**config.mk**
```make
export PLATFORM = sky130hd
export DESIGN_NAME = nibble_sub_seq
export DESIGN_NICKNAME = d
export VERILOG_FILES = /design/src/rtl/nibble_sub_pkg.sv /design/src/rtl/nibble_sub_slice.sv /design/src/rtl/nibble_sub_seq.sv
export SDC_FILE = /design/constraint.sdc
export NUM_CORES = 1
export LEC_CHECK = 0
export ABC_CLOCK_PERIOD_IN_PS = 2330
export CELL_PAD_IN_SITES_DETAIL_PLACEMENT = 1
export CELL_PAD_IN_SITES_GLOBAL_PLACEMENT = 2
export CORE_ASPECT_RATIO = 1.1
export CORE_MARGIN = 5
export CORE_UTILIZATION = 40
export CTS_BUF_LIST = sky130_fd_sc_hd__clkbuf_4
export CTS_CLUSTER_SIZE = 16
export DETAILED_ROUTE_END_ITERATION = 10
export DONT_BUFFER_PORTS = 1
export PLACE_DENSITY = 0.92
export SYNTH_ARGS = -nofsm -noshare
export SYNTH_HDL_FRONTEND = slang
export SYNTH_SLANG_ARGS = --single-unit
```
**constraint.sdc**
```tcl
create_clock -name clk -period 2.33 [get_ports clk]
set_clock_uncertainty 0.05 [all_clocks]
set_input_delay 0.466 -clock clk [delete_from_list [all_inputs] [get_ports clk]]
set_output_delay 0.466 -clock clk [all_outputs]
set_load 0.03 [all_outputs]
```
**src/rtl/nibble_sub_pkg.sv**
```systemverilog
// nibble_sub_pkg: shared definitions for the nibble-serial subtract controller.
//   NIB_W     - width of one subtractor slice step (4 bits)
//   state_t   - controller state encoding (IDLE, RUN, DONE)
//   cnt_width - width of the nibble step counter for a given NIBBLES
package nibble_sub_pkg;

  localparam int NIB_W = 4;

  typedef enum logic [1:0] {
    IDLE = 2'd0,
    RUN  = 2'd1,
    DONE = 2'd2
  } state_t;

  // Counter must hold 0..nibbles-1; never narrower than one bit.
  function automatic int cnt_width(input int nibbles);
    return (nibbles <= 1) ? 1 : $clog2(nibbles);
  endfunction

endpackage

```
**src/rtl/nibble_sub_slice.sv**
```systemverilog
// nibble_sub_slice: combinational 4-bit borrow-ripple subtractor, d = a - b - bi.
// Ports:
//   bi  in  1      borrow in
//   a   in  NIB_W  minuend nibble
//   b   in  NIB_W  subtrahend nibble
//   d   out NIB_W  difference nibble
//   bo  out 1      borrow out
module nibble_sub_slice
  import nibble_sub_pkg::*;
(
  input  logic             bi,
  input  logic [NIB_W-1:0] a,
  input  logic [NIB_W-1:0] b,
  output logic [NIB_W-1:0] d,
  output logic             bo
);

  // brw_chain[i] is the borrow into bit i; brw_chain[NIB_W] leaves the slice.
  logic [NIB_W:0] brw_chain;

  assign brw_chain[0] = bi;

  generate
    for (genvar gi = 0; gi < NIB_W; gi++) begin : g_bit
      assign d[gi]             = a[gi] ^ b[gi] ^ brw_chain[gi];
      assign brw_chain[gi + 1] = (~(a[gi] ^ b[gi]) & brw_chain[gi]) | (~a[gi] & b[gi]);
    end
  endgenerate

  assign bo = brw_chain[NIB_W];

endmodule

```
**src/rtl/nibble_sub_seq.sv**
```systemverilog
// nibble_sub_seq: nibble-serial multi-word subtractor. One shared 4-bit slice is
// stepped over NIBBLES nibbles, LS nibble first, with the borrow carried in a
// register between steps. Computes diff = a - b - bin (mod 2^WIDTH).
// Optional flags: define SUB_FLAGS_EN to enable the zero/ovf result flags;
// otherwise zero and ovf are tied low.
// Ports:
//   clk    in  1      rising-edge clock
//   rst    in  1      synchronous active-high reset
//   start  in  1      operation request, sampled only while idle
//   bin    in  1      initial borrow-in, captured with the operands
//   a_in   in  WIDTH  minuend
//   b_in   in  WIDTH  subtrahend
//   busy   out 1      high while an operation is running or completing
//   done   out 1      one-cycle pulse, results valid
//   diff   out WIDTH  result, held until the next completion
//   bout   out 1      final borrow-out (a < b + bin, unsigned)
//   zero   out 1      diff == 0
//   ovf    out 1      signed overflow
module nibble_sub_seq
  import nibble_sub_pkg::*;
#(
  parameter int NIBBLES = 4
) (
  input  logic                     clk,
  input  logic                     rst,
  input  logic                     start,
  input  logic                     bin,
  input  logic [NIBBLES*NIB_W-1:0] a_in,
  input  logic [NIBBLES*NIB_W-1:0] b_in,
  output logic                     busy,
  output logic                     done,
  output logic [NIBBLES*NIB_W-1:0] diff,
  output logic                     bout,
  output logic                     zero,
  output logic                     ovf
);

  localparam int WIDTH = NIBBLES * NIB_W;
  localparam int CW    = cnt_width(NIBBLES);

  state_t           state_reg, state_next;
  logic [WIDTH-1:0] a_sh_reg;
  logic [WIDTH-1:0] b_sh_reg;
  logic [WIDTH-1:0] r_sh_reg;
  logic             brw_reg;
  logic [CW-1:0]    cnt_reg;
  logic [WIDTH-1:0] diff_reg;
  logic             bout_reg;

  logic [NIB_W-1:0] slice_d;
  logic             slice_bo;
  logic [WIDTH-1:0] r_shift;
  logic             last_step;

  nibble_sub_slice u_slice (
    .bi (brw_reg),
    .a  (a_sh_reg[NIB_W-1:0]),
    .b  (b_sh_reg[NIB_W-1:0]),
    .d  (slice_d),
    .bo (slice_bo)
  );

  // New result nibble enters at the top; after NIBBLES steps the first
  // (least significant) nibble has reached the bottom.
  generate
    if (NIBBLES == 1) begin : g_r_one
      assign r_shift = slice_d;
    end else begin : g_r_many
      assign r_shift = {slice_d, r_sh_reg[WIDTH-1:NIB_W]};
    end
  endgenerate

  assign last_step = (state_reg == RUN) && (cnt_reg == CW'(NIBBLES - 1));

  always_comb begin
    state_next = state_reg;
    busy       = 1'b0;
    done       = 1'b0;
    case (state_reg)
      IDLE: begin
        if (start) state_next = RUN;
      end
      RUN: begin
        busy = 1'b1;
        if (last_step) state_next = DONE;
      end
      DONE: begin
        busy       = 1'b1;
        done       = 1'b1;
        state_next = IDLE;
      end
      default: state_next = IDLE;
    endcase
  end

  // Results are loaded on the edge into DONE so they are already valid
  // during the cycle in which done is high.
  always_ff @(posedge clk) begin
    if (rst) begin
      state_reg <= IDLE;
      a_sh_reg  <= '0;
      b_sh_reg  <= '0;
      r_sh_reg  <= '0;
      brw_reg   <= 1'b0;
      cnt_reg   <= '0;
      diff_reg  <= '0;
      bout_reg  <= 1'b0;
    end else begin
      state_reg <= state_next;
      case (state_reg)
        IDLE: begin
          if (start) begin
            a_sh_reg <= a_in;
            b_sh_reg <= b_in;
            brw_reg  <= bin;
            cnt_reg  <= '0;
          end
        end
        RUN: begin
          a_sh_reg <= a_sh_reg >> NIB_W;
          b_sh_reg <= b_sh_reg >> NIB_W;
          r_sh_reg <= r_shift;
          brw_reg  <= slice_bo;
          cnt_reg  <= cnt_reg + 1'b1;
          if (last_step) begin
            diff_reg <= r_shift;
            bout_reg <= slice_bo;
          end
        end
        default: ;
      endcase
    end
  end

  assign diff = diff_reg;
  assign bout = bout_reg;

`ifdef SUB_FLAGS_EN
  // Operand sign bits are kept separately because the shift registers
  // have discarded them by the time the result is complete.
  logic a_msb_reg, b_msb_reg;
  logic zero_reg, ovf_reg;

  always_ff @(posedge clk) begin
    if (rst) begin
      a_msb_reg <= 1'b0;
      b_msb_reg <= 1'b0;
      zero_reg  <= 1'b0;
      ovf_reg   <= 1'b0;
    end else begin
      if (state_reg == IDLE && start) begin
        a_msb_reg <= a_in[WIDTH-1];
        b_msb_reg <= b_in[WIDTH-1];
      end
      if (last_step) begin
        zero_reg <= (r_shift == '0);
        ovf_reg  <= (a_msb_reg != b_msb_reg) && (r_shift[WIDTH-1] != a_msb_reg);
      end
    end
  end

  assign zero = zero_reg;
  assign ovf  = ovf_reg;
`else
  assign zero = 1'b0;
  assign ovf  = 1'b0;
`endif

endmodule

```
Yosys cells after proc, flatten, opt, wreduce, memory -nomap -nowiden
Cells that the tools add are included.
{ "classes": {"reduce_logical": 7, "muxes": 13, "eq_ne": 5, "add_sub_neg": 1, "n_bitwise": 28} }
{ "ops": {"columns": ["op", "n"], "rows": [
  ["$pmux W16 S2", 2],
  ["$mux W16", 2],
  ["$and A1 B1 Y1", 8],
  ["$not A1 Y1", 8],
  ["$pmux W2 S2", 2],
  ["$xor A1 B1 Y1", 8],
  ["$mux W2", 3],
  ["$reduce_and A2 Y1", 3],
  ["$eq A2 B2 Y1 const B", 2],
  ["$ne A2 B2 Y1 const B", 2],
  ["$or A1 B1 Y1", 4],
  ["$mux W1", 3],
  ["$add A2 B1 Y2 const B", 1],
  ["$eq A2 B1 Y1 const B", 1],
  ["$logic_not A2 Y1", 1],
  ["$pmux W1 S2", 1],
  ["$reduce_bool A2 Y1", 1],
  ["$reduce_or A2 Y1", 1],
  ["$logic_and A1 B1 Y1", 1]
]} }
{ "word_totals": {"reg_bits": 70, "elab_cells": 62, "output_inout_bits": 21, "inputBits": 36} }

Longest topological paths before layout
{ "depth": {"word_depth": 11, "depth_mapped": 10, "depth_no_buf": 10} }

Hierarchy
Synthesis repeated with hierarchy kept, for this count alone.
{ "unflattened": {"hier_cells": 302, "hier_area_um2": 2884.0} }
{ "modules_own_cells": {"columns": ["mod", "instances", "area_per_inst_um2", "seq_area_each_um2", "cells_per_inst"], "rows": [
  ["nibble_sub_seq", 1, 2766.4, 1321.3, 288],
  ["nibble_sub_slice", 1, 117.6, 0.0, 14]
]} }

Least setup slack after synthesis
OpenSTA, ideal clock, no wires.
{ "synth_path": {"path_kind": "register to register", "startpoint": "register b_sh_reg[0]", "endpoint": "register r_sh_reg[15]", "arrival_ns": 1.924, "slack_ns": 0.228, "period_less_slack_ns": 2.102, "stages_incl_launch_ff": 10, "required_time_ns": 2.152, "setup_ns": 0.128, "n_path_buf": 0, "cell_sequence": "dfxtp_1 > inv_1 > fa_1 > inv_1 > fa_1 > fa_1 > inv_1 > fa_1 > mux2i_1 > nor2_1"} }
{ "synth_via": {"elab_chain_len": 9, "elab_cells_between_ends": 10, "cone_classes": "bitwise (10)"} }
{ "synth_lines": {"columns": ["item", "line", "text"], "rows": [
  ["start, declared", "nibble_sub_seq.sv:43", "logic [WIDTH-1:0] b_sh_reg;"],
  ["start signal, assigned", "nibble_sub_seq.sv:114", "b_sh_reg <= b_in;"],
  ["start signal, assigned", "nibble_sub_seq.sv:121", "b_sh_reg <= b_sh_reg >> NIB_W;"],
  ["$xor A1 B1 Y1", "nibble_sub_slice.sv:26", "assign brw_chain[gi + 1] = (~(a[gi] ^ b[gi]) & brw_chain[gi]) | (~a[gi] & b[gi]);"],
  ["$not A1 Y1", "nibble_sub_slice.sv:26", null],
  ["$and A1 B1 Y1", "nibble_sub_slice.sv:26", null],
  ["$or A1 B1 Y1 (*)", "nibble_sub_slice.sv:26", null],
  ["$and A1 B1 Y1 (*)", "nibble_sub_slice.sv:26", null],
  ["$or A1 B1 Y1 (*)", "nibble_sub_slice.sv:26", null],
  ["$and A1 B1 Y1 (*)", "nibble_sub_slice.sv:26", null],
  ["$or A1 B1 Y1 (*)", "nibble_sub_slice.sv:26", null],
  ["$xor A1 B1 Y1 (*)", "nibble_sub_slice.sv:25", "assign d[gi] = a[gi] ^ b[gi] ^ brw_chain[gi];"],
  ["via slice_d[3]", "nibble_sub_seq.sv:50", "logic [NIB_W-1:0] slice_d;"],
  ["end signal, assigned", "nibble_sub_seq.sv:122", "r_sh_reg <= r_shift;"],
  ["end, declared", "nibble_sub_seq.sv:44", "logic [WIDTH-1:0] r_sh_reg;"]
]} }
Mark *: on every way through the listed nets, which the timed path passes. The rest lies on a longest branch.
A chain may end at the register's enable or synchronous reset.

Worst setup path after layout
Ends and elaborated chain as after synthesis.

==> flow_summary_export.csv <==
group,metric,value,unit
floorplanning,floorplan.rows,32,
power_and_ir_drop,p_switching,0.647,mW
timing,rsz0062_at_grt,"no",
placement,dp.final_hpwl,4.15,mm
yosys,synth_edf_count,0,
placement,dpl_cell_area,2900,um^2
floorplanning,die_h,98.8,um
route,postRouteAntennaNets,0,
run_status,status,"finished, final reports clean",
clocking,clk_pin_slew,0.11,ns
critical_path,cp_max_fo,2,
yosys,synth-main-ff-cell,"dfxtp_1",
clocking,cts_sinks,66,
clocking,htree_levels,3,
floorplanning,fp.dieW,90.8,um
yosys,async_reset_ff_share,0,%
route,num_vias,1963,
timing,finalMaxSlewViolations,0,
worst_hold_path,hold_path.class,"input pin to flop",
critical_path,crit_slowest_cell,"fa_1",
clocking,cts_tree,"built",
power_and_ir_drop,ir_drop,0.000332,V
yosys,avgSynthCellArea,9.66,um^2
floorplanning,coreArea,7010,um^2
critical_path,worstPathArrival,2.42,ns
route,drtIter0Drc,34,
critical_path,reg2reg_from,"b_sh_reg[0]$_SDFFE_PP0P_",
placement,io_buffers,0,
layout,area_delta_synth_final,5.80,%
clocking,cts_buffers,9,
timing,hold_viol,0,
route,drc,0,
yosys,yosysTopAreaCellShare,46.1,%
timing,setup_violations,0,
global_route,antenna_found_initial,0,
critical_path,end_kind,"flop",
floorplanning,io_pins,57,
layout,diodes,0,
critical_path,cp-startpoint,"b_sh_reg[0]$_SDFFE_PP0P_",
yosys,ys_types,23,
yosys,synthAdderAreaFrac,4.54,%
timing,whs,0.0811,ns
timing,period_needed,2.18,ns
clocking,root_buffer,"clkbuf_4",
power_and_ir_drop,cellPowerDensity,785,nW/um^2
yosys,synth-compound-area-share,16.3,%
power_and_ir_drop,fin_total_pwr,2.38,mW
yosys,mappedNetlistArea,2870,um^2
yosys,yosys.area.top_type,"dfxtp_1",
route,post_drt_wl_per_cell,15.7,um
route,drt-vias-per-instance,5.15,
power_and_ir_drop,p_int,1.73,mW
yosys,synthCells,297,
route,firstDrtPassIters,5,
global_route,grt_max_degree,67,
floorplanning,initial_core_util,40.9,%
yosys,yosysMostFrequentCell,"dfxtp_1",
power_and_ir_drop,switching_share,27.2,%
floorplanning,dieArea,8970,um^2
clocking,cts_hold_buf,0,
layout,final_area,3040,um^2
critical_path,max_stage_delay,0.42,ns
layout,drive_above_1_share,14.9,%
global_route,grtUsageTotal,13.5,%
flow_run,max-cap-violations,0,
timing,fin_ws,0.149,ns
yosys,muxShareOfSynthArea,13.0,%
critical_path,crit_path_start_kind,"flop",
yosys,yosys_warnings,0,
clocking,clk_latency,0.39,ns
yosys,ys_top_cells_by_count,"dfxtp_1, nor2_1, nand2_1",
placement,gp_congestion,0.726,
global_route,overflow,0,
yosys,seq_area_frac_synth,46.1,%
layout,final_nets,335,
critical_path,critPathKind,"flop to flop",
power_and_ir_drop,power_frac_clock,30.9,%
yosys,synth_top_family_by_area,"compound AO/OA/AOI/OAI gates",
yosys,ys_ff_latch,66,
global_route,grt_pass1_wl,9.65,mm
placement,dp_slack,0.140,ns
critical_path,cp_data_required_time,2.56,ns
timing,fmax,0.458,GHz
power_and_ir_drop,p_seq_share,52.7,%
clocking,cts_buffer_depth,2,
power_and_ir_drop,combPwrFrac,16.4,%
timing,finalSetupTns,0,ns
yosys,synth_xor_area_share,0,%
yosys,synthTopCellsByArea,"dfxtp_1, mux2i_1, a211oi_2",
global_route,grt_pass1_vias,2004,
timing,post-route-period-util,93.6,%
yosys,yosys.area_share.simple,13.7,%
critical_path,path_cells,"inv_1 -> fa_1 -> inv_1 -> fa_1 -> fa_2 -> inv_1 -> fa_1 -> mux2i_1 -> nor2_1",
worst_hold_path,holdCritStartpoint,"rst",
power_and_ir_drop,p_leak,1.08,nW
route,drt-total-wl,5.98,mm
## cells by family (layout without fill, tap and decap cells)
group,count (synthesis),count (layout)
other cells,1,2
compound gates,57,57
flops,66,66
fa+ha+maj,8,8
mux,37,37
buf+inv,35,33
simple gates,93,93
## power by group through the flow
stage	Clock, mW	Combinational [mW]	Sequential (mW)
2_1_floorplan	0	0.358	1.26
3_3_place_gp	0	0.381	1.28
3_5_place_dp	0	0.394	1.28
4_1_cts	0.764	0.396	1.26
5_1_grt	0.819	0.431	1.27
6_report	0.736	0.390	1.25
## cell type report
class | count | area (um^2)
Tap cell | 85 | 106
Clock buffer | 12 | 90.1
Fill cell | 823 | 3970
Timing Repair Buffer | 6 | 57.6
Clock inverter | 4 | 42.5
Sequential cell | 66 | 1320
Multi-Input combinational cell | 197 | 1380
Inverter | 11 | 41.3
## worst paths after layout
| path | cells after the start | slack [ns] | endpoint |
|---|---|---|---|
| min reg2reg | 2 | 0.41 | diff[3]$_SDFFE_PP0P_ |
| max | 9 | 0.15 | r_sh_reg[15]$_SDFFE_PP0P_ |
| min | 1 | 0.08 | cnt_reg[0]$_SDFFE_PP0P_ |
| max reg2reg | 9 | 0.15 | r_sh_reg[15]$_SDFFE_PP0P_ |
## layout by cell type, fill, tap and decap left out
cell type  count
a32oi_1        1
buf_4          5
buf_12         1
a211oi_2      20
ha_1           3
a21oi_1       25
nor2b_1        1
ha_2           1
nand3b_1       9
dfxtp_2        1
nor3_1         1
mux2_2         1
fa_2           1
bufinv_16      1
nand2b_1       2
mux2i_1       36
clkinv_1       2
and2_1         1
clkinv_2       1
nand2_1       38
fa_1           3
conb_1         2
dfxtp_1       65
inv_1         11
nor2_1        41
clkbuf_4      12
a211oi_1      11
## layer usage
layer  global-route usage, %  vias up  routed length (um)
li1                        -      989                   -
met1                    14.7      929                2600
met2                    22.7       38                2930
met3                    5.34        7                 363
met4                    6.53        0                  82
met5                       0        -                   0
## timing repair
item / CTS / global route
setup endpoints to repair: 0 / 1
resized for setup: 0 / 2
buffers inserted: 0 / 0
## metrics by stage
stage,instances,util (%)
final,381,43.3
after global placement,365,41.4
after CTS,381,43.3
after floorplan,298,-
after detailed placement,365,41.4
after global routing,381,43.3
## worst max-delay path: cells and delay by family (launching register included)
family / cells / cell delay, ns
adders and majority gates: 4 / 1.30
DFF: 1 / 0.33
buffers and inverters: 3 / 0.19
muxes: 1 / 0.15
and+or+nand+nor: 1 / 0.05
(Power assumes the default switching activity.)
